==> config.mk <==
export PLATFORM = sky130hd
export DESIGN_NAME = pcm_dma_flat
export DESIGN_NICKNAME = d
export VERILOG_FILES = /design/src/rtl/pcm_dma_if.sv /design/src/rtl/pcm_dma.sv /design/src/flat_wrapper.sv
export SDC_FILE = /design/constraint.sdc
export NUM_CORES = 1
export LEC_CHECK = 0
export CAP_MARGIN = 20
export CORE_UTILIZATION = 50
export CTS_CLUSTER_SIZE = 8
export DETAILED_ROUTE_END_ITERATION = 10
export PLACE_DENSITY = 0.88
export RECOVER_POWER = 25
export SLEW_MARGIN = 30
export SYNTH_ARGS = -nofsm -noshare
export SYNTH_HDL_FRONTEND = slang
export SYNTH_SLANG_ARGS = --single-unit
export TNS_END_PERCENT = 10
==> constraint.sdc <==
create_clock -name clk_asic -period 2.17 [get_ports clk_asic]
set_clock_uncertainty 0.15 [all_clocks]
set_input_delay 0.3255 -clock clk_asic [delete_from_list [all_inputs] [get_ports clk_asic]]
set_output_delay 0.3255 -clock clk_asic [all_outputs]
set_load 0.01 [all_outputs]
==> src/rtl/pcm_dma_if.sv <==
// Control, source-stream and PCM DMA bus signals of the PCM wave-RAM DMA initiator.
// master: the initiator; slave: the surrounding CDC/PCM environment.
interface pcm_dma_if #(
  parameter int LEN_W = 16
);
  logic             sub_sync;
  logic             start;
  logic             abort;
  logic [18:0]      start_addr;
  logic [LEN_W-1:0] len_words;
  logic             src_req;
  logic             src_ack;
  logic [15:0]      src_dat;
  logic [18:0]      dma_addr;
  logic [15:0]      dma_dat;
  logic             dma_ce_pcm;
  logic             dma_we;
  logic             busy;
  logic             done;

  modport master (
    input  sub_sync, start, abort, start_addr, len_words, src_ack, src_dat,
    output src_req, dma_addr, dma_dat, dma_ce_pcm, dma_we, busy, done
  );

  modport slave (
    output sub_sync, start, abort, start_addr, len_words, src_ack, src_dat,
    input  src_req, dma_addr, dma_dat, dma_ce_pcm, dma_we, busy, done
  );
endinterface

==> src/rtl/pcm_dma.sv <==
// Copies 16-bit source words into PCM wave RAM as two byte writes (high byte first),
// pacing every write strobe on sub_sync ticks so the PCM edge-detected write completes.
module pcm_dma #(
  parameter int WR_HOLD = 2,
  parameter int WR_GAP  = 3,
  parameter int LEN_W   = 16
) (
  input logic       clk_asic,
  input logic       rst,
  pcm_dma_if.master bus
);
  typedef enum logic [2:0] {
    S_IDLE, S_FETCH, S_WAIT_HI, S_WR_HI, S_GAP_HI, S_WR_LO, S_GAP_LO, S_FIN
  } state_t;

  localparam int TMAX = (WR_GAP > WR_HOLD) ? WR_GAP : WR_HOLD;
  localparam int TW   = $clog2(TMAX + 1);

  state_t           state_q, state_d;
  logic [TW-1:0]    tick_q, tick_d;
  logic [LEN_W-1:0] cnt_q, cnt_d;
  logic [18:0]      addr_q, addr_d, addr_inc;
  logic [15:0]      word_q, word_d, dat_q, dat_d;
  logic             wr_q, wr_d, req_q, req_d, busy_q, busy_d, done_q, done_d;
  logic             hold_end, gap_end;

  // Byte address advances inside the 8 KB window; the upper bank bits never change.
  assign addr_inc = {addr_q[18:13], addr_q[12:0] + 13'd2};
  assign hold_end = (tick_q == TW'(WR_HOLD - 1));
  assign gap_end  = (tick_q == TW'(WR_GAP - 1));

  always_comb begin
    state_d = state_q;
    tick_d  = tick_q;
    cnt_d   = cnt_q;
    addr_d  = addr_q;
    word_d  = word_q;
    dat_d   = dat_q;
    wr_d    = wr_q;
    req_d   = req_q;
    busy_d  = busy_q;
    done_d  = 1'b0;
    unique case (state_q)
      S_IDLE: begin
        if (bus.start && !bus.abort) begin
          if (bus.len_words != '0) begin
            addr_d  = bus.start_addr & ~19'd1;
            cnt_d   = bus.len_words;
            busy_d  = 1'b1;
            req_d   = 1'b1;
            state_d = S_FETCH;
          end else begin
            done_d = 1'b1;
          end
        end
      end
      S_FETCH: begin
        if (bus.abort) begin
          req_d   = 1'b0;
          state_d = S_FIN;
        end else if (bus.src_ack) begin
          word_d  = bus.src_dat;
          req_d   = 1'b0;
          state_d = S_WAIT_HI;
        end
      end
      S_WAIT_HI: begin
        if (bus.abort) begin
          state_d = S_FIN;
        end else if (bus.sub_sync) begin
          dat_d   = {8'h00, word_q[15:8]};
          wr_d    = 1'b1;
          tick_d  = '0;
          state_d = S_WR_HI;
        end
      end
      S_WR_HI, S_WR_LO: begin
        if (bus.sub_sync) begin
          if (hold_end) begin
            wr_d    = 1'b0;
            tick_d  = '0;
            state_d = (state_q == S_WR_HI) ? S_GAP_HI : S_GAP_LO;
          end else begin
            tick_d = tick_q + TW'(1);
          end
        end
      end
      S_GAP_HI: begin
        if (bus.sub_sync) begin
          if (gap_end) begin
            addr_d  = addr_inc;
            dat_d   = {8'h00, word_q[7:0]};
            wr_d    = 1'b1;
            tick_d  = '0;
            state_d = S_WR_LO;
          end else begin
            tick_d = tick_q + TW'(1);
          end
        end
      end
      S_GAP_LO: begin
        if (bus.sub_sync) begin
          if (gap_end) begin
            addr_d = addr_inc;
            cnt_d  = cnt_q - LEN_W'(1);
            tick_d = '0;
            // The word just finished is the only safe place to honour abort mid-transfer.
            if (bus.abort || cnt_q == LEN_W'(1)) begin
              state_d = S_FIN;
            end else begin
              req_d   = 1'b1;
              state_d = S_FETCH;
            end
          end else begin
            tick_d = tick_q + TW'(1);
          end
        end
      end
      S_FIN: begin
        busy_d  = 1'b0;
        done_d  = 1'b1;
        state_d = S_IDLE;
      end
      default: state_d = S_IDLE;
    endcase
  end

  always_ff @(negedge clk_asic or posedge rst) begin
    if (rst) begin
      state_q <= S_IDLE;
      tick_q  <= '0;
      cnt_q   <= '0;
      addr_q  <= '0;
      word_q  <= '0;
      dat_q   <= '0;
      wr_q    <= 1'b0;
      req_q   <= 1'b0;
      busy_q  <= 1'b0;
      done_q  <= 1'b0;
    end else begin
      state_q <= state_d;
      tick_q  <= tick_d;
      cnt_q   <= cnt_d;
      addr_q  <= addr_d;
      word_q  <= word_d;
      dat_q   <= dat_d;
      wr_q    <= wr_d;
      req_q   <= req_d;
      busy_q  <= busy_d;
      done_q  <= done_d;
    end
  end

  assign bus.src_req    = req_q;
  assign bus.dma_addr   = addr_q;
  assign bus.dma_dat    = dat_q;
  assign bus.dma_ce_pcm = wr_q;
  assign bus.dma_we     = wr_q;
  assign bus.busy       = busy_q;
  assign bus.done       = done_q;
endmodule

==> src/flat_wrapper.sv <==
// flat-port wrapper written by rule: the top's interface ports become plain ports
module pcm_dma_flat 
#(
  parameter int WR_HOLD = 2,
  parameter int WR_GAP  = 3,
  parameter int LEN_W   = 16
)
  (clk_asic, rst, bus_sub_sync, bus_start, bus_abort, bus_start_addr, bus_len_words, bus_src_ack, bus_src_dat, bus_src_req, bus_dma_addr, bus_dma_dat, bus_dma_ce_pcm, bus_dma_we, bus_busy, bus_done);
  pcm_dma_if #(.LEN_W(LEN_W)) bus_i ();
  input logic clk_asic;
  input logic rst;
  input wire logic [$bits(bus_i.sub_sync)-1:0] bus_sub_sync;
  input wire logic [$bits(bus_i.start)-1:0] bus_start;
  input wire logic [$bits(bus_i.abort)-1:0] bus_abort;
  input wire logic [$bits(bus_i.start_addr)-1:0] bus_start_addr;
  input wire logic [$bits(bus_i.len_words)-1:0] bus_len_words;
  input wire logic [$bits(bus_i.src_ack)-1:0] bus_src_ack;
  input wire logic [$bits(bus_i.src_dat)-1:0] bus_src_dat;
  output wire logic [$bits(bus_i.src_req)-1:0] bus_src_req;
  output wire logic [$bits(bus_i.dma_addr)-1:0] bus_dma_addr;
  output wire logic [$bits(bus_i.dma_dat)-1:0] bus_dma_dat;
  output wire logic [$bits(bus_i.dma_ce_pcm)-1:0] bus_dma_ce_pcm;
  output wire logic [$bits(bus_i.dma_we)-1:0] bus_dma_we;
  output wire logic [$bits(bus_i.busy)-1:0] bus_busy;
  output wire logic [$bits(bus_i.done)-1:0] bus_done;
  assign bus_i.sub_sync = bus_sub_sync;
  assign bus_i.start = bus_start;
  assign bus_i.abort = bus_abort;
  assign bus_i.start_addr = bus_start_addr;
  assign bus_i.len_words = bus_len_words;
  assign bus_i.src_ack = bus_src_ack;
  assign bus_i.src_dat = bus_src_dat;
  assign bus_src_req = bus_i.src_req;
  assign bus_dma_addr = bus_i.dma_addr;
  assign bus_dma_dat = bus_i.dma_dat;
  assign bus_dma_ce_pcm = bus_i.dma_ce_pcm;
  assign bus_dma_we = bus_i.dma_we;
  assign bus_busy = bus_i.busy;
  assign bus_done = bus_i.done;
  pcm_dma #(.WR_HOLD(WR_HOLD), .WR_GAP(WR_GAP), .LEN_W(LEN_W)) u_core (.clk_asic(clk_asic), .rst(rst), .bus(bus_i));
endmodule
==> impl_metrics.toml <==
[finish]
nets = 601
syn_to_final_growth_pct = 42.64
layout-drive-gt1-share_pct = 34.62
utilization_pct = 74.40
nFillCells = 517
final_area_sq_um = 5454
diodes = 0

[routing]
wl_um = 10790
firstDrtPassIters = 5
drtIter0Drc = 331
via_per_inst = 5.828
vias = 3759
antenna_left = 0
wire_per_inst_um = 16.72
drc = 0

[logic_synthesis]
mappedNetlistArea_sq_um = 3824
synthTopCellsByCount = "67 x dfrtn_1, 39 x o21ai_0, 35 x nand2_1"
netlist_instances = 404
async_flop_share_pct = 100.0
seq_area_frac_synth_pct = 43.85
synth_fa_ha_area_share_pct = 1.243
yosys.cell_types.count = 68
synth_seq_cells = 67
synth_top_family_by_area = "compound AO/OA/AOI/OAI gates"
synth_flop_cell = "dfrtn_1"
synth_edf_count = 0
synth_compound_area_share_pct = 21.70
synth_top_cell_by_area = "dfrtn_1"
synth_area_leaders = "dfrtn_1 44%, o21ai_0 5.1%, mux2_2 4.7%"
synth.most_common_cell = "dfrtn_1"
synthSimpleGateAreaFrac_pct = 18.72
yosysTopAreaCellShare_pct = 43.85
yosysWarningCount = 0
synth_xor_xnor_area_share_pct = 0.4581
muxShareOfSynthArea_pct = 7.330
syn_avg_cell_area_sq_um = 9.465

[cts]
cts_tree = "built"
worstSkewPairLatency_ns = 0.34
cts_made_buffers = 9
cts_root_buffer = "clkbuf_8"
clk_pin_slew_ns = 0.05
htreeDepth = 3
clockBufferDepth = 2
cts_sinks = 67

[grt]
grt_use_met2_pct = 48.65
use_met1_pct = 35.57
grt_usage_pct = 28.73
antenna_found_initial = 0
grt-ovfl-total = 0
grt_pass1_vias = 3674
use_met3_pct = 6.279
grt_max_degree = 33
grt-busiest-layer = "met2"
grt_pass1_wl_um = 17260

[sta]
setup_viol = 95
fin_ws_ns = -0.6118
timing.slew.headroom_pct = 65.43
finalHoldViolations = 0
worstMarginPinSlew_ns = 0.5186
hold_slack_ns = 0.2877
grt_setup_unrepaired = "true"
finalMaxSlewViolations = 0

[power]
seqPwrFrac_pct = 34.4
pwr-share-clk_pct = 14.8
p_sw_share_pct = 40.96
power.internal_mw = 4.146
peakVddDrop_v = 0.0006099
power_frac_comb_pct = 50.8
p_sw_mw = 2.877
p_leak_nw = 2.406
power_density_nw_per_um2 = 1288
finalPower_mw = 7.022

[critical_path]
slowest_stage = "nor4_2"
crit_top_cell = "buf_6"
cp.required_ns = 1.10
arrival_ns = 1.72
critPathKind = "in2reg"
cp-end-kind = "register"
crit_chain = "buf_6, nor4_2, nand4_1, buf_6, buf_4, nand3b_1, or3b_4, o22ai_1"
r2r_slack_ns = -0.01
critPathMaxStageDelay_ns = 0.29
path_max_fanout = 3
worstSetupStartpointType = "primary input"

[floorplan]
dieHeight_um = 89.45
die_x_um = 89.45
ios = 97
rows = 31
core_area_sq_um = 7331
design.die.area_sq_um = 8001
initial_core_util_pct = 52.16

[placement]
io_buffers = 86
routabilityCongestion = 0.9372
post_dp_cell_area_sq_um = 5201
place_hpwl_um = 7299

[hold_path]
hp-class = "reg2reg"

[run_status]
status = "finished, violations left"
violations = "negative setup slack"

[job]
drv_cap = 0
cell families after synthesis:
group	after synthesis
flip-flops	67
multiplexers	26
AND/OR/NAND/NOR	135
other	1
XOR/XNOR	2
AO/OA/AOI/OAI	124
adder cells (fa/ha/maj)	4
buffers and inverters	45
what timing repair did:
item,CTS,global route
hold buffers,0,0
gates cloned,1,0
endpoints found under the setup margin,98,96
buffers inserted,8,0
pin swaps,26,3
resized for setup,259,14
state kept, by name (all words and copies together) (netlist names):
register,flops
u_core.bus.dma_ce_pcm,1
u_core.bus.dma_dat,8
u_core.bus.busy,1
u_core.state_q,3
u_core.bus.src_req,1
u_core.bus.dma_addr,18
u_core.bus.done,1
u_core.tick_q,2
u_core.cnt_q,16
u_core.word_q,16
power groups by stage:
stage                     logic (mW)  registers [mW]  clock network, mW
after detailed placement        3.45            2.40                  0
after global placement          3.32            2.36                  0
after CTS                       3.41            2.38               1.04
after global routing            3.90            2.48               1.10
final                           3.57            2.41               1.04
after floorplan                 1.91            2.43                  0
worst max-delay path: cells and delay by family:
family,cells,cell delay [ns]
AO/OA/AOI/OAI,1,0.08
AND/OR/NAND/NOR,4,0.90
buffers and inverters,3,0.41
stage by stage:
stage          setup slack, ns  instances  setup TNS (ns)
6_report               -0.6118        645          -30.15
2_1_floorplan          -0.7762        412          -34.03
4_1_cts                -0.5932        645          -30.33
5_1_grt                -0.6753        645          -34.07
3_3_place_gp            -1.347        620          -79.94
3_5_place_dp            -1.420        620          -81.87
cell usage in the layout, fill, tap and decap left out, types with 18 or more instances in the layout:
cell / count
dfrtn_1: 67
buf_4: 46
buf_2: 36
nand2_1: 35
clkdlybuf4s50_1: 35
nor2_1: 28
a21oi_1: 22
o21ai_1: 21
buf_6: 18
layer usage:
metal,wire [um],vias up
met5,0,-
li1,-,1742
met3,711,27
met4,277,0
met2,5268,174
met1,4528,1816
final timing paths:
check / start / to / cells after the start
setup / recovery: bus_len_words[14] / u_core.state_q[1]$_DFFE_NP0P_ / 8
hold / removal: u_core.bus.dma_addr[18]$_DFFE_NP0P_ / u_core.bus.dma_addr[18]$_DFFE_NP0P_ / 2
setup reg to reg: u_core.state_q[2]$_DFFE_NP0P_ / u_core.state_q[2]$_DFFE_NP0P_ / 5
hold reg to reg: u_core.bus.dma_addr[18]$_DFFE_NP0P_ / u_core.bus.dma_addr[18]$_DFFE_NP0P_ / 2
max in group asynchronous: rst / u_core.bus.busy$_DFFE_NP0P_ / 3
min in group asynchronous: rst / u_core.cnt_q[0]$_DFFE_NP0P_ / 3
cell type report:
type                            instances  area [sq um]  share of cell area [%]
Multi-Input combinational cell        300          2088                   38.29
Sequential cell                        67          1677                   30.74
Timing Repair Buffer                  151          1326                   24.32
Clock buffer                            9         123.9                   2.271
Tap cell                               99         123.9                   2.271
Clock inverter                          7         68.82                   1.262
Inverter                               12         46.29                  0.8488
(Power assumes the default switching activity.)
